## src/rtl/dmem_pkg.sv

```systemverilog
// Shared definitions for the data-memory stage: MMIO offsets, region decode enum
// and the byte sign-extension helper.
package dmem_pkg;

  localparam logic [3:0] OFF_LED  = 4'h0;
  localparam logic [3:0] OFF_CNT  = 4'h4;
  localparam logic [3:0] OFF_CMP  = 4'h8;
  localparam logic [3:0] OFF_STAT = 4'hC;

  typedef enum logic [1:0] {
    REG_RAM,
    REG_MMIO,
    REG_UNMAPPED
  } region_e;

  function automatic logic [31:0] sext8(input logic [7:0] b);
    return {{24{b[7]}}, b};
  endfunction

endpackage

```

## src/rtl/dmem_timer.sv

```systemverilog
// Free-running counter with a compare register and a sticky match flag.
// A match seen this cycle sets the flag at the next edge; set beats a same-cycle clear.
module dmem_timer (
  input  logic        clk,
  input  logic        reset,
  input  logic        cmp_we,
  input  logic [31:0] cmp_wdata,
  input  logic        stat_clr,
  output logic [31:0] cnt,
  output logic [31:0] cmp,
  output logic        match
);

  always_ff @(posedge clk or posedge reset) begin
    if (reset) begin
      cnt   <= '0;
      cmp   <= '1;
      match <= 1'b0;
    end else begin
      cnt   <= cnt + 32'd1;
      if (cmp_we) cmp <= cmp_wdata;
      match <= (cnt == cmp) || (match && !stat_clr);
    end
  end

endmodule

```

## src/rtl/dmem_subsystem.sv

```systemverilog
// Data-memory stage: word RAM with byte lanes, LED register and optional timer MMIO.
// Timer registers (CNT/CMP/STAT) are built only when DMEM_TIMER_EN is defined.
module dmem_subsystem
  import dmem_pkg::*;
#(
  parameter int unsigned DEPTH     = 64,
  parameter logic [31:0] MMIO_BASE = 32'hFFFF_0000
) (
  input  logic        clk,
  input  logic        reset,
  input  logic        memwrite,
  input  logic [31:0] addr,
  input  logic [31:0] writedata,
  input  logic        byte_enable,
  output logic [31:0] readdata,
  output logic [7:0]  led,
  output logic        timer_irq,
  output logic        bus_err
);

  localparam int unsigned AW        = $clog2(DEPTH);
  localparam logic [31:0] RAM_BYTES = 32'(DEPTH * 4);

  region_e           region;
  logic [AW-1:0]     widx;
  logic [1:0]        lane;
  logic [3:0]        off;
  logic [31:0]       mem [DEPTH];
  logic [31:0]       mmio_word;
  logic [31:0]       word_rd;
  logic              ram_we;
  logic              mmio_we;
  logic              led_we;

  assign widx = addr[AW+1:2];
  assign lane = addr[1:0];
  assign off  = {addr[3:2], 2'b00};

  always_comb begin
    if (addr < RAM_BYTES)                      region = REG_RAM;
    else if (addr[31:4] == MMIO_BASE[31:4])    region = REG_MMIO;
    else                                       region = REG_UNMAPPED;
  end

  // RAM is never reset, but a store coinciding with reset must be dropped.
  assign ram_we  = memwrite && (region == REG_RAM) && !reset;
  assign mmio_we = memwrite && (region == REG_MMIO);
  assign led_we  = mmio_we && (off == OFF_LED) && (!byte_enable || lane == 2'd0);

  always_ff @(posedge clk) begin
    if (ram_we) begin
      if (byte_enable) mem[widx][{lane, 3'b000} +: 8] <= writedata[7:0];
      else             mem[widx] <= writedata;
    end
  end

  always_ff @(posedge clk or posedge reset) begin
    if (reset) begin
      led     <= '0;
      bus_err <= 1'b0;
    end else begin
      if (led_we) led <= writedata[7:0];
      if (region == REG_UNMAPPED) bus_err <= 1'b1;
    end
  end

`ifdef DMEM_TIMER_EN
  logic [31:0] cnt;
  logic [31:0] cmp;
  logic        match;
  logic        cmp_we;
  logic        stat_clr;

  assign cmp_we   = mmio_we && !byte_enable && (off == OFF_CMP);
  assign stat_clr = mmio_we && !byte_enable && (off == OFF_STAT) && writedata[0];

  dmem_timer u_timer (
    .clk       (clk),
    .reset     (reset),
    .cmp_we    (cmp_we),
    .cmp_wdata (writedata),
    .stat_clr  (stat_clr),
    .cnt       (cnt),
    .cmp       (cmp),
    .match     (match)
  );

  assign timer_irq = match;
`else
  assign timer_irq = 1'b0;
`endif

  always_comb begin
    mmio_word = '0;
    case (off)
      OFF_LED:  mmio_word = {24'h0, led};
`ifdef DMEM_TIMER_EN
      OFF_CNT:  mmio_word = cnt;
      OFF_CMP:  mmio_word = cmp;
      OFF_STAT: mmio_word = {31'h0, match};
`endif
      default:  mmio_word = '0;
    endcase
  end

  always_comb begin
    case (region)
      REG_RAM:  word_rd = mem[widx];
      REG_MMIO: word_rd = mmio_word;
      default:  word_rd = '0;
    endcase
    readdata = byte_enable ? sext8(word_rd[{lane, 3'b000} +: 8]) : word_rd;
  end

endmodule

```

## config.mk

```make
export PLATFORM = sky130hd
export DESIGN_NAME = dmem_subsystem
export DESIGN_NICKNAME = d
export VERILOG_FILES = /design/src/rtl/dmem_pkg.sv /design/src/rtl/dmem_timer.sv /design/src/rtl/dmem_subsystem.sv
export SDC_FILE = /design/constraint.sdc
export NUM_CORES = 2
export LEC_CHECK = 0
export ABC_AREA = 1
export BUFFER_PORTS_ARGS = -buffer_cell sky130_fd_sc_hd__clkbuf_2
export CORE_MARGIN = 2
export CORE_UTILIZATION = 25
export DETAILED_ROUTE_END_ITERATION = 10
export PLACE_DENSITY = 0.39
export SETUP_SLACK_MARGIN = 0.05
export SLEW_MARGIN = 30
export SYNTH_ARGS = -nofsm -noshare
export SYNTH_HDL_FRONTEND = slang
export SYNTH_SLANG_ARGS = --single-unit
```

## constraint.sdc

```tcl
create_clock -name clk -period 2.5 [get_ports clk]
set_input_delay 0 -clock clk [delete_from_list [all_inputs] [get_ports clk]]
set_output_delay 0 -clock clk [all_outputs]
set_load 0.005 [all_outputs]
```

-- Word-level counts from Yosys, hierarchy flattened
Memories as Yosys holds them, arrays and structs flattened.
Cells that the tools add are included.
- reductions and logical operators: 11
- shift operators: 3
- mux-type cells: 43
- add/sub/neg operators: 1
- eq/ne operators: 3
- bitwise gates (word level): 32
- magnitude comparators: 1
- operators with widths (cell ; number):
    $mux W32 ; 2
    $pmux W32 S2 ; 1
    $mux W1 ; 37
    $lt A32 B9 Y1 const B ; 1
    $or A1 B1 Y1 ; 32
    $shift A8 B7 Y32 const A ; 1
    $shiftx A32 B6 Y8 ; 1
    $shiftx A8 B7 Y32 ; 1
    $eq A28 B28 Y1 const B ; 1
    $mux W8 ; 1
    $neg A5 Y7 ; 1
    $logic_and A1 B1 Y1 ; 5
    $logic_not A2 Y1 ; 2
    $logic_not A4 Y1 ; 1
    $mux W2 ; 2
    $eq A2 B1 Y1 const B ; 1
    $eq A2 B2 Y1 const B ; 1
    $logic_not A1 Y1 ; 2
    $logic_or A1 B1 Y1 ; 1
- memories kept: 1
- register bits after elaboration: 9
- word-level logic and storage cells: 97
- bits of input ports: 68
- bits in writable memories: 2048
- memory list (name ; depth ; bits a word ; rd ports ; clocked after Yosys merged registers in ; write ports ; line ; text):
    mem ; 64 ; 32 ; 1 ; 0 ; 1 ; dmem_subsystem.sv:28 ; logic [31:0] mem [DEPTH];

-- Logic depth before layout (Yosys ltp)
- depth in word-level cells: 9
- mapped depth: 20
- gate-level depth less buffers: 16

-- Worst setup path before layout
OpenSTA, ideal clock, no wires.
- path kind: input-to-reg
- from: input addr[0]
- to: memory mem[0][0], data pin
- setup time: 499 ps
- data arrival time: 3216 ps
- path buffers: 3
- stages: 9
- data required time: 2001 ps
- setup slack: -1215 ps
- path through: buf_2 inv_1 clkbuf_1 ha_1 clkbuf_1 clkinv_1 o31ai_1 inv_2 nor2_1
- longest elaborated chain between the ends: 8
- elaborated cells on any way between the ends: 10
- classes of those cells: 1 x add/sub; 1 x order compare; 1 x shift; 4 x mux; 3 x reduce/logical
- RTL lines (element ; line ; text):
    start, declared ; dmem_subsystem.sv:12 ; input logic [31:0] addr,
    $lt A32 B9 Y1 ; dmem_subsystem.sv:40 ; if (addr < RAM_BYTES) region = REG_RAM;
    $mux W2 ; dmem_subsystem.sv:40 ;
    $logic_not A2 Y1 ; dmem_subsystem.sv:46 ; assign ram_we = memwrite && (region == REG_RAM) && !reset;
    $logic_and A1 B1 Y1 (2 in series) ; dmem_subsystem.sv:46 ;
    $mux W1 ; dmem_subsystem.sv:51 ; if (ram_we) begin
    $mux W1 (not written as such) ; dmem_subsystem.sv:53 ; else mem[widx] <= writedata;
    $mux W1 (no line) * ; -- ;
    end, declared ; dmem_subsystem.sv:28 ;
Mark *: on every way between the ends. The rest lies on a longest branch, timed or not.

-- Final worst setup path
- from: memory mem[7][31]
- to: output readdata[26]
- longest elaborated chain between the ends: 4
- RTL lines (element ; line ; text):
    $mem_v2 Z64 W32 ; -- ;
    $pmux W32 S2 ; dmem_subsystem.sv:107 ; case (region)
    $shiftx A32 B6 Y8 ; dmem_subsystem.sv:112 ; readdata = byte_enable ? sext8(word_rd[{lane, 3'b000} +: 8]) : word_rd;
    $mux W32 ; dmem_subsystem.sv:112 ;
    end, declared ; dmem_subsystem.sv:15 ; output logic [31:0] readdata,
Every way passes these cells.

==> impl_results.md <==
* CTS buffer count at 236
* P_int at 58.62 mW
* Final Cell Area at around 0.11 mm²
* I/O pin total at 110
* CP endpoint kind: primary output
* Worst min path class: input pin to flip-flop
* Clk root buf: clkbuf_16
* Final clock skew at 0 ns
* GP Congestion at ~0.88
* Critical path startpoint category: flip-flop
* Syn Inst Count at between 7000 and 8000
* Failing checks: setup timing
* Main combinational cell family by area after synthesis: simple AND/OR/NAND/NOR gates
* Largest net degree at the start of global routing at 65
* Buffers on Ports at 108
* Status: finished, violations left
* P_leak at 40.51 nW
* DRT iter0 DRCs at about 5300
* Synth Area per Inst at around 11 µm²
* H-tree depth at 4
* Gr ovfl total at 0
* Clock buffer depth at 4
* Mux share of post-synthesis cell area at 0.003157
* Sink Count at around 2100
* Comb power frac at 0.051
* WS Path Type: flip-flop to primary output
* Final hold vios at 0
* CTS tree: yes
* Clk slew on worst S/H paths at roughly 0.060 ns
* Slew headroom at 0.3399
* Compound-Gate Fraction of Synth Area at 0.04856
* Register area share after synthesis at 0.7209
* P&R area growth vs syn at 28.17%
* Fin crit period at about 3 ns
* Area of the mapped netlist at about 0.086 mm²
* Post-placement cell area at a little over 0.1 mm²
* Yosys Warn Count at 0
* DR DRC count at 0
* First-pass GRT wire length at about 480 mm
* WP data required at approximately 2.5 ns
* Max-cap violation count at 0
* DIE HEIGHT at ~590 µm
* Worst skew pair latency at roughly 0.93 ns
* Synth cell types at 52
* Via count at 60560
* Net Sw Frac at 0.2246
* Clock power share at 0.449
* Drt pass-1 iters at 5
* Row cnt at 214
* Setup_tns at -14.06 ns
* Max-slew violations at 0
* Synth Net Count at between 7000 and 8000
* Die width at 589.2 µm
* Seq pwr share at 0.499
* Worst endpoint data arrival time at 3.01 ns
* Via density at 4.531
* Most frequent cells in the layout: edfxtp_1 (2048), nand2_1 (2016), nor2_1 (1269), buf_4 (763), inv_1 (544)
* Adder-cell area share of the yosys netlist at 0.0007307
* Area share of and/or/nand/nor cells after synthesis at 0.1762
* XOR/XNOR share of the synthesized area at 0
* Share of layout cells above drive strength 1 at 0.1977
* Power per Cell Area at 689.0 mW/mm²
* RSZ-0062 raised after global routing: true
* Psw at about 17 mW
* Final Cycle Share at 1.205
* Most common cell after layout, fill and taps aside: edfxtp_1
* Fmax at roughly 0.33 GHz
* GR Util All Layers at 0.1939
* Worst slew pin tran at approximately 0.98 ns
* Final wirelength at around 340 mm
* Drt wl/cell at roughly 26 µm
* Vias in the first global route at between 50000 and 60000
* Critical path fanouts, max at 8
* Core area at 0.3403 mm²
* Peak VDD IR at about 600 µV
* Initial antenna violation count at 8
* Nets at roughly 8700
* Yosys reg bits at a little over 2000
* Flop-to-flop setup slack at roughly 1.7 ns
* Initial Utilization at 0.2516
* Die footprint at 0.3472 mm²
* Final setup fails at 32
* PnR worst setup slack at -0.5134 ns
* Dpl hpwl at about 240 mm
* Routed Antenna Nets at 0
## per-layer routing
| layer | vias up | routed length, µm | track usage |
|---|---|---|---|
| li1 | 27770 | - | - |
| met1 | 30720 | 153500 | 0.2645 |
| met2 | 1620 | 159400 | 0.3159 |
| met3 | 452 | 15930 | 0.02138 |
| met4 | 2 | 14190 | 0.07428 |
| met5 | - | 13 | 0 |
## power by group through the flow
stage | Combinational (mW) | Clock (mW) | Sequential [mW]
after floorplan | 1.44 | 0 | 38.5
after global placement | 3.76 | 0 | 38.5
after detailed placement | 3.76 | 0 | 38.5
after CTS | 3.87 | 34.7 | 37.8
after global routing | 4.06 | 36.0 | 37.7
final | 3.87 | 34.0 | 37.8
## metrics by stage
| stage | power (mW) | worst slack [ns] | cells | hold slack [ns] | utilization |
|---|---|---|---|---|---|
| finish | 75.61 | -0.5134 | 13370 | 0.08308 | 0.3224 |
| global route | 77.82 | -0.6141 | 13360 | 0.06727 | 0.3224 |
| CTS | 76.35 | -0.5602 | 13360 | 0.04181 | 0.3213 |
| detailed placement | 42.25 | -0.7475 | 12880 | 0.3275 | 0.2964 |
| global placement | 42.25 | -0.7287 | 12880 | 0.3265 | 0.2964 |
| floorplan | 39.94 | 0.1547 | 7601 | -0.1641 | - |
## cell usage after synthesis, drive strengths merged
master,number,area (µm²)
o31ai,4,30.03
clkinv,1,3.750
buf,290,1843
and2,1,6.260
nand2,2142,8070
nor2,1318,5009
inv,552,2077
a21o,1,7.510
ha,5,62.56
nor3b,2,15.01
o2111ai,1,8.760
nand3,164,820.8
o21a,1,7.510
a21bo,1,10.01
o21ai,423,2117
nor3,50,255.3
and3,2,12.51
o211ai,1,7.510
nand3b,51,382.9
a22o,3,26.28
o21bai,12,90.09
o221ai,4,35.03
mux2,24,270.3
or2,20,125.1
clkbuf,104,390.4
dfrtp,9,225.2
nand4,59,369.1
a31oi,1,6.260
o22a,8,70.07
o22ai,206,1289
nor4,3,18.77
a21oi,88,444.2
conb,1,3.750
edfxtp,2048,61500
o31a,1,8.760
## path summary, 6_finish.rpt
kind                                    start  cells after the start      endpoint
worst max-delay path               mem[7][31]                     15  readdata[26]
worst min-delay path            writedata[16]                      3    mem[0][16]
worst max register to register         led[5]                      2        led[5]
worst min register to register         led[6]                      2        led[6]
max in group asynchronous               reset                      5        led[4]
min in group asynchronous               reset                      5        led[0]
## cell families (layout without fill, tap and decap cells)
kind of cell,after synthesis,count (layout)
adders and majority gates,5,5
AOI/OAI and AO/OA,755,755
other,1,10
buffers and inverters,947,2167
and+or+nand+nor,3812,3812
muxes,24,24
DFF,2057,2057
## worst max-delay path, stage by stage, from the launching register on
cell      delay, ns
edfxtp_1       0.38
inv_1          0.08
nand2_1        0.14
o21ai_1        0.09
nor2_1         0.16
nand2_1        0.07
a21oi_1        0.22
nand3_2        0.11
nand2_2        0.09
nand3_4        0.12
nand2_4        0.10
nand2_4        0.06
buf_12         0.17
buf_12         0.15
nand2_2        0.05
buf_2          0.10
## flip-flops by register name, indices dropped and copies added (netlist names)
| name | flops |
|---|---|
| mem | 2048 |
| led | 8 |
| bus_err | 1 |
## timing repair
| item | 4_1_cts | 5_1_grt |
|---|---|---|
| pin swaps | 47 | 67 |
| setup buffers | 14 | 3 |
| endpoints found under the setup margin | 32 | 32 |
| hold endpoints to repair | 1461 | 0 |
| gates resized for setup | 166 | 140 |
| hold buffers | 37 | 0 |
## cell type report
cell class | count | area [µm²]
multi-input combinational | 4597 | 20600
clock inverter | 144 | 1314
clock buffer | 285 | 6140
inverter | 553 | 2106
fill | 34490 | 230600
tap | 4536 | 5675
antenna | 9 | 22.52
timing repair buffer | 1185 | 12150
sequential | 2057 | 61720
(Power assumes the default switching activity.)
